===== src/rtl/bin2bcd_seq_if.sv =====
// Handshake bundle between the binary producer and the bin2bcd_seq converter.
// The producer side uses master, the converter uses slave.
interface bin2bcd_seq_if #(
    parameter int unsigned IN_W = 7
);
    logic            in_valid;
    logic            in_ready;
    logic [IN_W-1:0] bin_in;
    logic            out_valid;
    logic            out_ready;
    logic [7:0]      bcd_out;
    logic            ovf;
    logic            busy;

    modport master (
        output in_valid, bin_in, out_ready,
        input  in_ready, out_valid, bcd_out, ovf, busy
    );

    modport slave (
        input  in_valid, bin_in, out_ready,
        output in_ready, out_valid, bcd_out, ovf, busy
    );
endinterface


===== src/rtl/bin2bcd_seq.sv =====
// Sequential double-dabble binary to two-digit packed BCD converter.
// Define BIN2BCD_SAT_EN to saturate results above 99 to 8'h99.
module bin2bcd_seq #(
    parameter int unsigned IN_W = 7
) (
    input logic          clk,
    input logic          rst,
    bin2bcd_seq_if.slave bus
);
    localparam int unsigned CW = $clog2(IN_W + 1);

    if (IN_W < 4 || IN_W > 7) begin : g_bad_width
        $error("bin2bcd_seq: IN_W must be in 4..7");
    end

    typedef enum logic [1:0] {IDLE, SHIFT, DONE} state_t;

    state_t          state;
    state_t          state_nx;
    logic [11:0]     scratch;
    logic [11:0]     scratch_adj;
    logic [11:0]     scratch_nx;
    logic [IN_W-1:0] sr;
    logic [CW-1:0]   cnt;
    logic [7:0]      bcd_q;
    logic            ovf_q;
    logic            accept;
    logic            last;

    assign accept = (state == IDLE) && bus.in_valid;
    assign last   = (state == SHIFT) && (cnt == CW'(1));

    always_ff @(posedge clk or posedge rst) begin
        if (rst) begin
            state <= IDLE;
        end else begin
            state <= state_nx;
        end
    end

    always_comb begin
        state_nx = state;
        unique case (state)
            IDLE:    if (bus.in_valid) state_nx = SHIFT;
            SHIFT:   if (last) state_nx = DONE;
            DONE:    if (bus.out_ready) state_nx = IDLE;
            default: state_nx = IDLE;
        endcase
    end

    always_comb begin
        bus.in_ready  = (state == IDLE);
        bus.out_valid = (state == DONE);
        bus.busy      = (state != IDLE);
        bus.bcd_out   = bcd_q;
        bus.ovf       = ovf_q;
    end

    // Each digit is corrected on its own; inter-digit carries come only from the shift.
    always_comb begin
        scratch_adj = scratch;
        for (int unsigned d = 0; d < 3; d++) begin
            if (scratch[4*d +: 4] >= 4'd5) begin
                scratch_adj[4*d +: 4] = scratch[4*d +: 4] + 4'd3;
            end
        end
        scratch_nx = {scratch_adj[10:0], sr[IN_W-1]};
    end

    always_ff @(posedge clk or posedge rst) begin
        if (rst) begin
            scratch <= '0;
            sr      <= '0;
            cnt     <= '0;
            bcd_q   <= '0;
            ovf_q   <= 1'b0;
        end else if (accept) begin
            scratch <= '0;
            sr      <= bus.bin_in;
            cnt     <= CW'(IN_W);
        end else if (state == SHIFT) begin
            scratch <= scratch_nx;
            sr      <= {sr[IN_W-2:0], 1'b0};
            cnt     <= cnt - CW'(1);
            if (last) begin
`ifdef BIN2BCD_SAT_EN
                bcd_q <= (scratch_nx[11:8] != '0) ? 8'h99 : scratch_nx[7:0];
`else
                bcd_q <= scratch_nx[7:0];
`endif
                ovf_q <= (scratch_nx[11:8] != '0);
            end
        end
    end
endmodule


===== src/flat_wrapper.sv =====
// flat-port wrapper written by rule: the top's interface ports become plain ports
module bin2bcd_seq_flat 
#(
    parameter int unsigned IN_W = 7
)
  (clk, rst, bus_in_valid, bus_bin_in, bus_out_ready, bus_in_ready, bus_out_valid, bus_bcd_out, bus_ovf, bus_busy);
  bin2bcd_seq_if #(.IN_W(IN_W)) bus_i ();
  input logic clk;
  input logic rst;
  input wire logic [$bits(bus_i.in_valid)-1:0] bus_in_valid;
  input wire logic [$bits(bus_i.bin_in)-1:0] bus_bin_in;
  input wire logic [$bits(bus_i.out_ready)-1:0] bus_out_ready;
  output wire logic [$bits(bus_i.in_ready)-1:0] bus_in_ready;
  output wire logic [$bits(bus_i.out_valid)-1:0] bus_out_valid;
  output wire logic [$bits(bus_i.bcd_out)-1:0] bus_bcd_out;
  output wire logic [$bits(bus_i.ovf)-1:0] bus_ovf;
  output wire logic [$bits(bus_i.busy)-1:0] bus_busy;
  assign bus_i.in_valid = bus_in_valid;
  assign bus_i.bin_in = bus_bin_in;
  assign bus_i.out_ready = bus_out_ready;
  assign bus_in_ready = bus_i.in_ready;
  assign bus_out_valid = bus_i.out_valid;
  assign bus_bcd_out = bus_i.bcd_out;
  assign bus_ovf = bus_i.ovf;
  assign bus_busy = bus_i.busy;
  bin2bcd_seq #(.IN_W(IN_W)) u_core (.clk(clk), .rst(rst), .bus(bus_i));
endmodule

===== config.mk =====
export PLATFORM = sky130hd
export DESIGN_NAME = bin2bcd_seq_flat
export DESIGN_NICKNAME = d
export VERILOG_FILES = /design/src/rtl/bin2bcd_seq_if.sv /design/src/rtl/bin2bcd_seq.sv /design/src/flat_wrapper.sv
export SDC_FILE = /design/constraint.sdc
export NUM_CORES = 1
export LEC_CHECK = 0
export BUFFER_PORTS_ARGS = -buffer_cell sky130_fd_sc_hd__buf_2
export CORE_ASPECT_RATIO = 0.8
export CORE_MARGIN = 5
export CORE_UTILIZATION = 45
export DETAILED_ROUTE_END_ITERATION = 10
export GPL_ROUTABILITY_DRIVEN = 1
export PLACE_DENSITY = 0.7
export SETUP_SLACK_MARGIN = 0.1
export SLEW_MARGIN = 30
export SYNTH_ARGS = -nofsm -noshare
export SYNTH_HDL_FRONTEND = slang
export SYNTH_SLANG_ARGS = --single-unit

===== constraint.sdc =====
create_clock -name clk -period 1.7 [get_ports clk]
set_input_delay 0.085 -clock clk [delete_from_list [all_inputs] [get_ports clk]]
set_output_delay 0.085 -clock clk [all_outputs]
set_load 0.02 [all_outputs]

==> impl_summary.md <==
Outcome
The run finished with clean final reports.

Global route
After global routing the overflow that remains totals 0. Global routing used between 10% and 20% of the available tracks across all layers. The initial antenna violation count came to 0. The first global-routing pass estimated a little over 6000 um of wire. The number of global-route vias before repair is about 1300.

The largest net degree at the start of global routing is 34.

Route
Using the TritonRoute via totals, the vias-per-cell ratio works out to 5.42. The final route contains approximately 1400 vias. The number of iterations in the first detailed-routing pass is 4. After detailed routing, the total wire length is 3710 um. For this run, design rule violations remaining after detail routing come to 0. The DRC violation total after the first TritonRoute iteration is 90. The count of antenna-violating nets left after detailed routing is 0.

After detailed routing, the average wire length per cell comes to approximately 15 um.

Yosys
The fraction of the mapped netlist area in compound gates is 18.7%. By area the synthesized netlist is led by sky130_fd_sc_hd__dfrtp_1, sky130_fd_sc_hd__ha_1, sky130_fd_sc_hd__o21ai_0, sky130_fd_sc_hd__nand2_1, sky130_fd_sc_hd__a21oi_1. Yosys printed 0 warnings. After Yosys synthesis, full adders, half adders and majority gates account for 5.95% of the synthesized area. The leading area contributor after synthesis is sky130_fd_sc_hd__dfrtp_1. The portion of synthesized area spent on multiplexers is ~3.8%. The synthesized netlist devotes 1.04% of its cell area to XOR and XNOR gates. The main combinational cell family by area after synthesis is compound AO/OA/AOI/OAI gates. The share of synthesized area in the top cell type comes to approximately half. The area share of and/or/nand/nor cells after synthesis is roughly 17%. Counting every net in the synthesized netlist gives ~190. In this run the cell area of the synthesized design comes to approximately 1700 um^2. Summing the sequential cell areas from Yosys gives around half of the chip area. The per-instance average area after synthesis is between 9 and 10 um^2. Synthesis produced a netlist whose cell count is approximately 170. Counting distinct cell types in the post-synthesis netlist gives 32. The flip-flop and latch count after synthesis is 33.

Floorplan
The total area inside the core boundary comes to approximately 3500 um^2. The die is between 60 and 70 um tall. For this configuration, the core starts out at a cell density of a little under half. In this run the horizontal extent of the chip is slightly below 80 um. The number of top-level pins is 23. The floorplan row count is 19.

The die covers slightly above 5000 um^2.

Power and ir drop
Summed over all nets, the switching power comes to about 1.6 mW. The share of total power dissipated in the clock network is between 10% and 20%. Combinational cells account for around half of the total power.

The power density relative to cell area is 1970 nW/um^2. Sequential cells burn between 30% and 40% of the power. Of the total power, the share spent switching nets is roughly two fifths. The maximum VDD drop is 0.000707 V. The internal portion of total power is ~2.4 mW. The leakage power is 0.956 nW.

Critical path
The cell with the largest stage delay on the worst path is sky130_fd_sc_hd__dfrtp_1. The maximum single-stage delay on the critical path is 0.39 ns. The buffering stage count on the worst path with inverters included is 1. The critical path in this run is classified as register to register. The category of the worst setup path launch point is a register. In this run the worst path has a maximum fanout of 3. STA classifies the critical path endpoint as a register. Traced cell by cell, the critical path runs through inv_2 -> ha_1 -> nand2b_1 -> a21oi_2 -> mux2_4 -> o21ai_1. The family with the most delay on the worst path is flip-flops.

For the worst setup path, the data required time is between 1.5 and 2 ns. The worst path arrival time is between 1.5 and 2 ns.

Finish
The total inserted antenna cells is 0. The number of fill cells is ~320. For this run, the post-layout net count is ~230. The total area of multi-input combinational cells is 816 um^2.

In the final layout, the share of cells above drive strength 1 is around 28%. The area occupied by registers is between 800 and 900 um^2. The total non-filler cell area in the finished layout is slightly above 2000 um^2. Relative to the synthesized area, the layout overhead comes to 20.5%.

The number of cells in the finished layout apart from fillers is 250.

Clock tree
The total CTS buffers is 5. The total number of H-tree levels is 2. Counting along the longest clock path gives a buffer depth of 2. The clock tree root buffer cell is sky130_fd_sc_hd__clkbuf_8. TritonCTS built the clock tree. The CTS sink count is 33.

Clock-pin slew was measured on the worst setup and hold paths at ~0.060 ns. The source-to-sink clock delay at the later pin of the worst-skew pair is between 0.2 and 0.3 ns.

Timing
The share of the clock period used by the worst path after layout is 92.3%. Setup repair after global routing could not meet its margin everywhere. Timing would allow up to around 640 MHz. The count of final max-slew check failures is 0. The slew of the pin with the lowest slew margin is 0.422 ns. The worst path needs roughly 1.6 ns of the cycle, external delays included.

Setup total negative slack on the finished layout was measured at 0 ns. Across the routed clock network, the largest skew measured is a little under 0.008 ns. In this run the tightest slew margin relative to its limit is a little under three quarters.

Hold is met by 0.0101 ns. Setup violations remaining at the end of the flow were counted as 0. The final count of hold timing violations was 0.

Min path
The path class of the tightest hold or removal check is input port to register.

Placement
The congestion estimate from routability-driven global placement came to around 0.79. In this run the cell area measured after placement is about 1800 um^2. The cell count after placement is around 240. The final HPWL from detailed placement is approximately 2500 um.

The total of buffers placed on input and output ports is 22.

Run
Across the run, the number of max-cap violations was 0.
metrics by stage:
stage | setup WS [ns] | power, mW | utilization, %
after global routing | 0.0745 | 4.32 | 57.6
after detailed placement | 0.0678 | 3.17 | 52.5
after global placement | 0.124 | 3.06 | 52.5
after floorplan | 0.203 | 2.68 | -
final | 0.131 | 4.00 | 57.6
after CTS | 0.101 | 3.82 | 55.9
layer usage:
metal / track usage (%) / wire, um / vias to the layer above
met5: 0 / 0 / -
met2: 24.6 / 1700 / 45
li1: - / - / 658
met4: 8.52 / 83 / 0
met1: 20.4 / 1680 / 644
met3: 4.57 / 240 / 8
area by class of cell:
| class | instances | area share (%) |
|---|---|---|
| sequential | 33 | 40.7 |
| tap | 42 | 2.59 |
| multi-input combinational | 122 | 40.2 |
| inverter | 12 | 2.22 |
| clock buffer | 7 | 4.26 |
| timing repair buffer | 34 | 9.99 |
worst reg2reg max path, stage by stage (launching register included):
cell                       delay, ns
sky130_fd_sc_hd__dfrtp_1        0.39
sky130_fd_sc_hd__inv_2          0.07
sky130_fd_sc_hd__ha_1           0.18
sky130_fd_sc_hd__nand2b_1       0.17
sky130_fd_sc_hd__a21oi_2        0.22
sky130_fd_sc_hd__mux2_4         0.33
sky130_fd_sc_hd__o21ai_1        0.13
power by group through the flow:
stage | Clock [mW] | Combinational, mW | Sequential (mW)
CTS | 0.603 | 1.83 | 1.38
global route | 0.647 | 2.24 | 1.43
floorplan | 0 | 1.21 | 1.47
global placement | 0 | 1.68 | 1.38
finish | 0.591 | 2.01 | 1.40
detailed placement | 0 | 1.77 | 1.40
synthesized netlist by cell type:
| cell type | n |
|---|---|
| sky130_fd_sc_hd__or2b_1 | 1 |
| sky130_fd_sc_hd__o21ai_1 | 4 |
| sky130_fd_sc_hd__inv_1 | 12 |
| sky130_fd_sc_hd__a21oi_1 | 13 |
| sky130_fd_sc_hd__a21o_2 | 1 |
| sky130_fd_sc_hd__a221oi_2 | 1 |
| sky130_fd_sc_hd__nor2b_4 | 1 |
| sky130_fd_sc_hd__nor3b_1 | 8 |
| sky130_fd_sc_hd__mux2_2 | 3 |
| sky130_fd_sc_hd__or3b_1 | 1 |
| sky130_fd_sc_hd__clkbuf_1 | 1 |
| sky130_fd_sc_hd__nand2_1 | 26 |
| sky130_fd_sc_hd__ha_1 | 8 |
| sky130_fd_sc_hd__and2_4 | 1 |
| sky130_fd_sc_hd__and2_1 | 1 |
| sky130_fd_sc_hd__o21bai_1 | 1 |
| sky130_fd_sc_hd__nand3b_1 | 1 |
| sky130_fd_sc_hd__buf_2 | 4 |
| sky130_fd_sc_hd__xnor2_1 | 2 |
| sky130_fd_sc_hd__a211o_1 | 1 |
| sky130_fd_sc_hd__nand2b_1 | 4 |
| sky130_fd_sc_hd__buf_6 | 1 |
| sky130_fd_sc_hd__nor2_1 | 9 |
| sky130_fd_sc_hd__a31oi_1 | 2 |
| sky130_fd_sc_hd__o21ai_0 | 20 |
| sky130_fd_sc_hd__mux2_4 | 2 |
| sky130_fd_sc_hd__a22o_1 | 4 |
| sky130_fd_sc_hd__a22oi_1 | 3 |
| sky130_fd_sc_hd__dfrtp_1 | 33 |
| sky130_fd_sc_hd__a32o_1 | 1 |
| sky130_fd_sc_hd__a21oi_2 | 1 |
| sky130_fd_sc_hd__nor2b_1 | 2 |
cell usage in the layout, fill, tap and decap left out, drive strengths merged:
master / synthesis / layout
dfrtp: 33 / 33
buf: 5 / 33
nand2: 26 / 26
o21ai: 24 / 24
a21oi: 14 / 14
inv: 12 / 12
nor2: 9 / 9
nor3b: 8 / 8
ha: 8 / 8
clkbuf: 1 / 7
mux2: 5 / 5
a22o: 4 / 4
nand2b: 4 / 4
a22oi: 3 / 3
nor2b: 3 / 3
xnor2: 2 / 2
a31oi: 2 / 2
and2: 2 / 2
o21bai: 1 / 1
or3b: 1 / 1
a21o: 1 / 1
a211o: 1 / 1
a32o: 1 / 1
nand3b: 1 / 1
a221oi: 1 / 1
or2b: 1 / 1
dlygate4sd3: 0 / 1
what timing repair did:
action / CTS / global route
endpoints found under the setup margin: 4 / 7
gates resized for setup: 3 / 11
hold buffers: 1 / 0
pin swaps: 0 / 4
hold endpoints to repair: 33 / 0
buffers inserted: 2 / 4
worst paths after layout:
| check | start | to | slack, ns | depth (start not counted) |
|---|---|---|---|---|
| worst max-delay path | u_core.scratch[1] | u_core.scratch[2] | 0.13 | 6 |
| worst min-delay path | bus_out_ready | u_core.state[1] | 0.01 | 2 |
| worst max register to register | u_core.scratch[1] | u_core.scratch[2] | 0.13 | 6 |
| worst min register to register | u_core.bus.bcd_out[0] | u_core.bus.bcd_out[0] | 0.47 | 2 |
| max in group asynchronous | rst | u_core.scratch[11] | 0.96 | 4 |
| min in group asynchronous | rst | u_core.sr[2] | 0.43 | 4 |
state kept, by name (all words and copies together), names as in the netlist:
signal              count
u_core.bus.ovf          1
u_core.sr               7
u_core.bus.bcd_out      8
u_core.scratch         12
u_core.cnt              3
u_core.state            2
kinds of logic (layout without fill, tap and decap cells):
logic type / count (synthesis) / after routing
simple gates: 55 / 55
compound gates: 52 / 52
mux: 5 / 5
buf+inv: 18 / 53
flops: 33 / 33
fa+ha+maj: 8 / 8
xor+xnor: 2 / 2
No activity file was read; power rests on OpenSTA's default activity.
